## src/rtl/dino_jump_ctrl.sv

```systemverilog
`default_nettype none
// ============================================================================
// Module      : dino_jump_ctrl
// Description : Jump / run / death controller for the dino sprite. Tracks the
//               dino bottom-edge row with a simple ballistic model stepped by
//               a frame tick, buffers one jump request, and drives the leg
//               animation frame while running.
// Revision    : 1.0 - initial release
// ============================================================================
module dino_jump_ctrl #(
  parameter int unsigned GROUND_Y   = 200,
  parameter int unsigned MIN_Y      = 28,
  parameter int unsigned JUMP_V0    = 10,
  parameter int unsigned GRAVITY    = 1,
  parameter int unsigned VMAX       = 15,
  parameter int unsigned ANIM_TICKS = 6
) (
  input  logic       clk,
  input  logic       rst,
  input  logic       tick,
  input  logic       start,
  input  logic       jump,
  input  logic       game_over,
  output logic [8:0] pos,
  output logic       airborne,
  output logic       anim_frame,
  output logic [2:0] state
);

  typedef enum logic [2:0] {
    ST_IDLE = 3'd0,
    ST_RUN  = 3'd1,
    ST_RISE = 3'd2,
    ST_FALL = 3'd3,
    ST_DEAD = 3'd4
  } state_e;

  localparam int ACW = (ANIM_TICKS > 2) ? $clog2(ANIM_TICKS) : 1;

  // All motion arithmetic is done at 10 bits so nothing wraps before the clamp.
  localparam logic [9:0]     c_ground_y10 = 10'(GROUND_Y);
  localparam logic [9:0]     c_min_y10    = 10'(MIN_Y);
  localparam logic [9:0]     c_grav10     = 10'(GRAVITY);
  localparam logic [9:0]     c_vmax10     = 10'(VMAX);
  localparam logic [8:0]     c_ground_y9  = 9'(GROUND_Y);
  localparam logic [8:0]     c_min_y9     = 9'(MIN_Y);
  localparam logic [4:0]     c_grav5      = 5'(GRAVITY);
  localparam logic [4:0]     c_jump_v05   = 5'(JUMP_V0);
  localparam logic [ACW-1:0] c_anim_last  = ACW'(ANIM_TICKS - 1);
  localparam logic [ACW-1:0] c_anim_one   = ACW'(1);

  state_e         state_q, state_d;
  logic [8:0]     pos_q, pos_d;
  logic [4:0]     vel_q, vel_d;
  logic [ACW-1:0] cnt_q, cnt_d;
  logic           frame_q, frame_d;
  logic           pend_q, pend_d;
  logic           jump_q;
  logic           airborne_q, airborne_d;

  logic           w_edge;
  logic [9:0]     w_pos10;
  logic [9:0]     w_vel10;
  logic [9:0]     w_rise_pos;
  logic           w_rise_hit;
  logic [9:0]     w_vel_inc;
  logic [9:0]     w_fall_v;
  logic [9:0]     w_fall_pos;

  assign w_edge     = jump & ~jump_q;
  assign w_pos10    = {1'b0, pos_q};
  assign w_vel10    = {5'b0, vel_q};
  // A negative rise result shows up as bit 9 set; treat it as hitting the ceiling.
  assign w_rise_pos = w_pos10 - w_vel10;
  assign w_rise_hit = w_rise_pos[9] | (w_rise_pos <= c_min_y10);
  assign w_vel_inc  = w_vel10 + c_grav10;
  assign w_fall_v   = (w_vel_inc > c_vmax10) ? c_vmax10 : w_vel_inc;
  assign w_fall_pos = w_pos10 + w_fall_v;

  // Next-state, motion, jump buffer and animation decisions.
  always_comb begin
    state_d = state_q;
    pos_d   = pos_q;
    vel_d   = vel_q;
    cnt_d   = cnt_q;
    frame_d = frame_q;
    pend_d  = pend_q;

    case (state_q)
      ST_IDLE, ST_DEAD: begin
        pend_d = 1'b0;
        if (start) begin
          state_d = ST_RUN;
          pos_d   = c_ground_y9;
          vel_d   = 5'd0;
          cnt_d   = '0;
          frame_d = 1'b0;
        end
      end

      ST_RUN, ST_RISE, ST_FALL: begin
        if (game_over) begin
          // Collision freezes everything visible; only the request is dropped.
          state_d = ST_DEAD;
          pend_d  = 1'b0;
        end else begin
          if (w_edge) begin
            pend_d = 1'b1;
          end
          if (tick) begin
            case (state_q)
              ST_RUN: begin
                if (pend_q || w_edge) begin
                  pend_d  = 1'b0;
                  vel_d   = c_jump_v05;
                  state_d = ST_RISE;
                end else if (cnt_q == c_anim_last) begin
                  cnt_d   = '0;
                  frame_d = ~frame_q;
                end else begin
                  cnt_d = cnt_q + c_anim_one;
                end
              end
              ST_RISE: begin
                pos_d = w_rise_hit ? c_min_y9 : w_rise_pos[8:0];
                if ((vel_q <= c_grav5) || w_rise_hit) begin
                  vel_d   = 5'd0;
                  state_d = ST_FALL;
                end else begin
                  vel_d = vel_q - c_grav5;
                end
              end
              default: begin
                if (w_fall_pos >= c_ground_y10) begin
                  pos_d   = c_ground_y9;
                  vel_d   = 5'd0;
                  state_d = ST_RUN;
                end else begin
                  pos_d = w_fall_pos[8:0];
                  vel_d = w_fall_v[4:0];
                end
              end
            endcase
          end
        end
      end

      default: begin
        // Unused codes recover to IDLE.
        state_d = ST_IDLE;
        pend_d  = 1'b0;
      end
    endcase

    airborne_d = (state_d == ST_RISE) || (state_d == ST_FALL);
  end

  // State and datapath registers with asynchronous active-low reset.
  always_ff @(posedge clk or negedge rst) begin
    if (!rst) begin
      state_q    <= ST_IDLE;
      pos_q      <= c_ground_y9;
      vel_q      <= 5'd0;
      cnt_q      <= '0;
      frame_q    <= 1'b0;
      pend_q     <= 1'b0;
      jump_q     <= 1'b0;
      airborne_q <= 1'b0;
    end else begin
      state_q    <= state_d;
      pos_q      <= pos_d;
      vel_q      <= vel_d;
      cnt_q      <= cnt_d;
      frame_q    <= frame_d;
      pend_q     <= pend_d;
      jump_q     <= jump;
      airborne_q <= airborne_d;
    end
  end

  assign pos        = pos_q;
  assign airborne   = airborne_q;
  assign anim_frame = frame_q;
  assign state      = state_q;

endmodule
`default_nettype wire

```

## config.mk

```make
export PLATFORM = sky130hd
export DESIGN_NAME = dino_jump_ctrl
export DESIGN_NICKNAME = d
export VERILOG_FILES = /design/src/rtl/dino_jump_ctrl.sv
export SDC_FILE = /design/constraint.sdc
export NUM_CORES = 1
export LEC_CHECK = 0
export CAP_MARGIN = 25
export CORE_AREA = 2 2 78 80
export DETAILED_ROUTE_END_ITERATION = 6
export DIE_AREA = 0 0 80 82
export HOLD_SLACK_MARGIN = 0.03
export PLACE_DENSITY_LB_ADDON = 0.25
export SLEW_MARGIN = 20
export SYNTH_ARGS = -nofsm -noshare
export SYNTH_HDL_FRONTEND = slang
export SYNTH_SLANG_ARGS = --single-unit
```

## constraint.sdc

```tcl
create_clock -name clk -period 4.7 [get_ports clk]
set_input_delay 0.94 -clock clk [delete_from_list [all_inputs] [get_ports clk]]
set_output_delay 0.94 -clock clk [all_outputs]
set_load 0.01 [all_outputs]
```

# Word level (Yosys, flattened, before mapping)
# Cells that the tools add are included.
# totals
regBits,24
input_bits,6
out_inout_bits,14
wordCells,91
# classes
add_sub_neg,5
n_lt_le_gt_ge,4
n_eq_ne,15
n_mux,44
bitwise,4
reduce_logical,11
# op_table
cell,count
9-bit two-way mux,5
3-bit two-way mux,12
9-bit case mux with 2 select lines,2
5-bit two-way mux,6
5-bit case mux with 2 select lines,2
3-bit case mux with 2 select lines,3
2-bit inequality test (second input constant),7
3-bit by 2-bit equality test with 1-bit output (second input constant),4
1-bit two-way mux,12
9-bit by 6-bit adder with 10-bit output,1
10-bit by 8-bit greater-or-equal comparator with 1-bit output (second input constant),1
10-bit by 5-bit less-or-equal comparator with 1-bit output (second input constant),1
5-bit AND reduction,2
9-bit by 5-bit subtractor with 10-bit output,1
7-bit AND reduction,1
5-bit by 1-bit adder with 6-bit output (second input constant),1
3-bit equality test (second input constant),2
6-bit by 4-bit > comparator with 1-bit output (second input constant),1
6-bit two-way mux,1
6-bit AND reduction,1
5-bit by 1-bit less-or-equal comparator with 1-bit output (second input constant),1
5-bit by 1-bit subtractor with 5-bit output (second input constant),1
3-bit by 1-bit adder with 3-bit output (second input constant),1
3-bit by 1-bit equality test with 1-bit output (second input constant),1
10 further kinds,13

# Depth between registers and ports, before layout
# depth
ltp_word,12
ltp_mapped,16
depth_no_buf,16

# Worst setup path before layout
# Ideal clock, no wire load.
# synth_path
path_type,register -> register
start,register vel_q[1]
end,register pos_q[5] (netlist: pos[5])
setup_ns,0.121
arrival_ns,3.155
required_ns,4.579
setup_slack_ns,1.424
stages_incl_launch_ff,16
path_buffers,0
synth_period_minus_slack_ns,3.276
path_cell_list,dfrtp_1 > ha_1 > and3_1 > nand3_1 > o21ai_0 > nand2_1 > ha_1 > inv_1 > fa_1 > nor2b_1 > o21bai_1 > a21oi_1 > mux2_4 > o21a_1 > a31o_1 > a22o_1
# synth_between
elab_chain_len,10
elab_cells_between_ends,14
classes_between,3 x add/sub; 3 x order compare; 7 x mux; 1 x bitwise
# synth_lines
element,line_no,rtl
"start, declared",54,"logic [4:0] vel_q, vel_d;"
"start signal, assigned",172,vel_q <= vel_d;
5-bit by 1-bit adder with 6-bit output,76,assign w_vel_inc = w_vel10 + c_grav10;
6-bit by 4-bit > comparator with 1-bit output,77,assign w_fall_v = (w_vel_inc > c_vmax10) ? c_vmax10 : w_vel_inc;
6-bit two-way mux,77,
9-bit by 6-bit adder with 10-bit output,78,assign w_fall_pos = w_pos10 + w_fall_v;
10-bit by 8-bit greater-or-equal comparator with 1-bit output,134,if (w_fall_pos >= c_ground_y10) begin
9-bit two-way mux,134,
9-bit case mux with 2 select lines *,111,case (state_q)
9-bit two-way mux *,110,if (tick) begin
9-bit two-way mux *,102,if (game_over) begin
9-bit case mux with 2 select lines *,89,case (state_q)
"end signal, assigned",162,pos_q <= c_ground_y9;
"end signal, assigned",171,pos_q <= pos_d;
"end, declared",53,"logic [8:0] pos_q, pos_d;"
# Mark *: on every way between the ends. The rest lies on a longest branch, timed or not. The select of a mux whose other input is x is not followed.
# A chain may end at the register's enable or synchronous reset.

# Worst setup path in the final report
# layout_path
start,register vel_q[0]
end,register pos_q[5] (netlist: pos[5])
# The elaborated chain is that of the path after synthesis.

==> flow_summary.yaml <==
detailed_routing:
  wl_per_cell_um: 16.2
  dr.pass1.iters: 4
  viasPerCell: 5.92
  remaining_drc_errors: 0
  wl_um: 6020
  first_iter_violations: 116
  dr_total_vias: 2198
  ant_nets: 0
cts:
  cts_buffers: 3
  clkSlewWorstSetupHoldPaths_ns: 0.09
  cts_resized: 0
  tritoncts: "done"
  cts_max_path_buffers: 2
  post_cts_buffers: 0
  clk_latency_ns: 0.27
  cts_sinks: 24
  cts_max_level: 1
  cts_hold_buf: 0
  root_buffer: "clkbuf_8"
finish:
  fin_area_mm2: 0.00255
  syn_to_final_growth_pct: 14.6
  final_cell_mix: "28 x nand2_1, 28 x a21oi_1, 22 x inv_1"
  antenna_cells: 0
  post_route_cells_drive_above_1_share_pct: 9.12
  fin_nets: 319
  utilization_pct: 44.3
worst_setup_path:
  crit_buf_inv: 1
  crit-reg2reg-capture: "pos[5]$_DFFE_PN0P_"
  worst-r2r-setup-slack_ns: 1.03
  cp.required_ns: 4.87
  crit_start: "vel_q[0]$_DFFE_PN0P_"
  crit_type: "flop to flop"
  path_max_fanout: 11
  r2r-start: "vel_q[0]$_DFFE_PN0P_"
  critPathLaunchType: "flop"
  critPathTopFamily: "compound AO/OA/AOI/OAI gates"
  crit_cells: 15
  max_stage_delay_ns: 0.51
  cp-end-kind: "flop"
  worstPathCellList: "ha_1, and3_1, nand3_1, o21ai_0, nand2_1, ha_1, inv_1, fa_1, nor2b_1, o21bai_1, a21oi_1, mux2_4, o21a_1, a31o_1, a22o_1"
  arrival_ns: 3.84
  slowest_stage: "dfrtp_1"
  rr_worst_depth: 15
  path_common_cell: "ha_1"
  crit_path_end: "pos[5]$_DFFE_PN0P_"
floorplan:
  io_pins: 20
  initial_core_util_pct: 38.7
  num_rows: 28
  die_y_um: 82
  die_area_mm2: 0.00656
  core_area_mm2: 0.00575
  die_w_um: 80
power_and_ir_drop:
  max-vdd-ir-drop_mv: 0.202
  leakage_uw: 0.00107
  internal-power_uw: 520
  power_density_mw_per_mm2: 354
  power.net_switching_uw: 383
  seq_power_share_pct: 30.1
  pwr-share-clk_pct: 20.7
  combPwrFrac_pct: 49.2
  switching_share_pct: 42.4
synth:
  synthXorXnorAreaFrac_pct: 3.55
  synth_adder_area_share_pct: 9.68
  ys_top_cells_by_area: "dfrtp_1 24%, ha_1 7.9%, a21oi_1 6.3%, nand2_1 4.7%, inv_1 3.7%"
  ys_dominant_reg_cell: "dfrtp_1"
  synth_top_family_by_area: "compound AO/OA/AOI/OAI gates"
  syn_area_mm2: 0.00222
  yosys_warnings: 0
  synthMuxAreaShare_pct: 0.676
  synth_edf_count: 0
  synth-compound-area-share_pct: 29.8
  syn_inst: 280
  async_flop_share_pct: 100
  ys_ff_latch: 24
  synth-seq-area-share_pct: 27.2
  netlist.area_leader.share_pct: 23.6
  ys_types: 58
  syn_area_per_cell_um2: 7.94
  synth_simple_gate_area_share_pct: 23.0
  synth_top_cell_by_area: "dfrtp_1"
timing:
  grt_setup_unrepaired: "false"
  fmax_mhz: 272
  worst_pin_slew_ns: 0.683
  period_minus_slack_ns: 3.67
  finalClockSkew_ns: 0.00178
  slew_viol_final: 0
  layout_setup_ws_ns: 1.03
  hold_viol_final: 0
  fin_setup_tns_ns: 0
  finalCritPeriodShare_pct: 78.1
  slew_headroom_pct: 54.5
  setup_viol: 0
grt:
  grt_max_degree: 25
  overflow: 0
  track_usage_pct: 20.1
  grt_first_pass_wirelength_um: 10300
  grt_antenna_before_repair: 0
  grt_pass1_vias: 2141
job:
  cap_violations: 0
placed_design:
  dpl_cell_area_mm2: 0.00247
  dp_hpwl_um: 4620
  place.gp.congestion: 0.953
  io_buffers: 19
  place_ws_ns: 1.09
status:
  run_status: "finished, final reports clean"
worst_hold_path:
  min_path_type: "flop to flop"
[per-stage QoR]
step | power, uW | instances | hold WS, ns
final | 902 | 371 | 0.528
after CTS | 900 | 371 | 0.531
after global routing | 972 | 371 | 0.572
after floorplan | 600 | 281 | 0.479
after detailed placement | 710 | 367 | 0.520
after global placement | 710 | 367 | 0.499
[registers in the layout (all words and copies together) (netlist names)]
signal      cells
vel_q           5
cnt_q           3
state           3
airborne        1
pos             9
anim_frame      1
pend_q          1
jump_q          1
[synth_stat cells, drive strengths merged, types with 6 or more instances]
cell type / n
nor3: 11
o21ai: 17
dfrtp: 21
inv: 22
ha: 14
nor4: 6
xnor2: 7
nand2: 28
a21oi: 30
nor2: 14
a31oi: 8
nand3: 13
[cells by family after synthesis]
kind of cell	Yosys count
and+or+nand+nor	99
AOI/OAI and AO/OA	98
buffers and inverters	32
DFF	24
adders and majority gates	16
xor gates and xnor gates	9
other	1
muxes	1
[worst min path at each step]
stage | start | to | slack [ns] | cells after the start
6_report | cnt_q[2]$_DFFE_PN0P_ | cnt_q[2]$_DFFE_PN0P_ | 0.53 | 1
5_1_grt | cnt_q[2]$_DFFE_PN0P_ | cnt_q[2]$_DFFE_PN0P_ | 0.57 | 1
4_1_cts | cnt_q[2]$_DFFE_PN0P_ | cnt_q[2]$_DFFE_PN0P_ | 0.53 | 1
3_5_place_dp | cnt_q[2]$_DFFE_PN0P_ | cnt_q[2]$_DFFE_PN0P_ | 0.52 | 1
3_3_place_gp | cnt_q[2]$_DFFE_PN0P_ | cnt_q[2]$_DFFE_PN0P_ | 0.50 | 1
2_1_floorplan | cnt_q[2]$_DFFE_PN0P_ | cnt_q[2]$_DFFE_PN0P_ | 0.48 | 1
[routing by layer]
| layer | vias up | global-route usage [%] | share of wire, % |
|---|---|---|---|
| li1 | 1071 | - | - |
| met1 | 1062 | 26.9 | 48 |
| met2 | 53 | 33.1 | 46 |
| met3 | 12 | 3.74 | 4.3 |
| met4 | 0 | 5.76 | 1.7 |
| met5 | - | 0 | 0 |
[power groups by stage]
stage	Sequential, uW	Combinational (uW)	Clock [uW]
finish	271	444	187
CTS	271	439	190
global route	275	499	198
floorplan	259	341	0
global placement	275	435	0
detailed placement	274	436	0
[area by class of cell]
type	count	area [um^2]
clock buffer	3	41.3
tap	75	93.8
inverter	22	82.6
sequential	24	604
fill	595	3200
clock inverter	1	30.0
multi-input combinational	225	1490
timing repair buffer	21	205
Note: power is estimated with default switching activity, not from simulation.
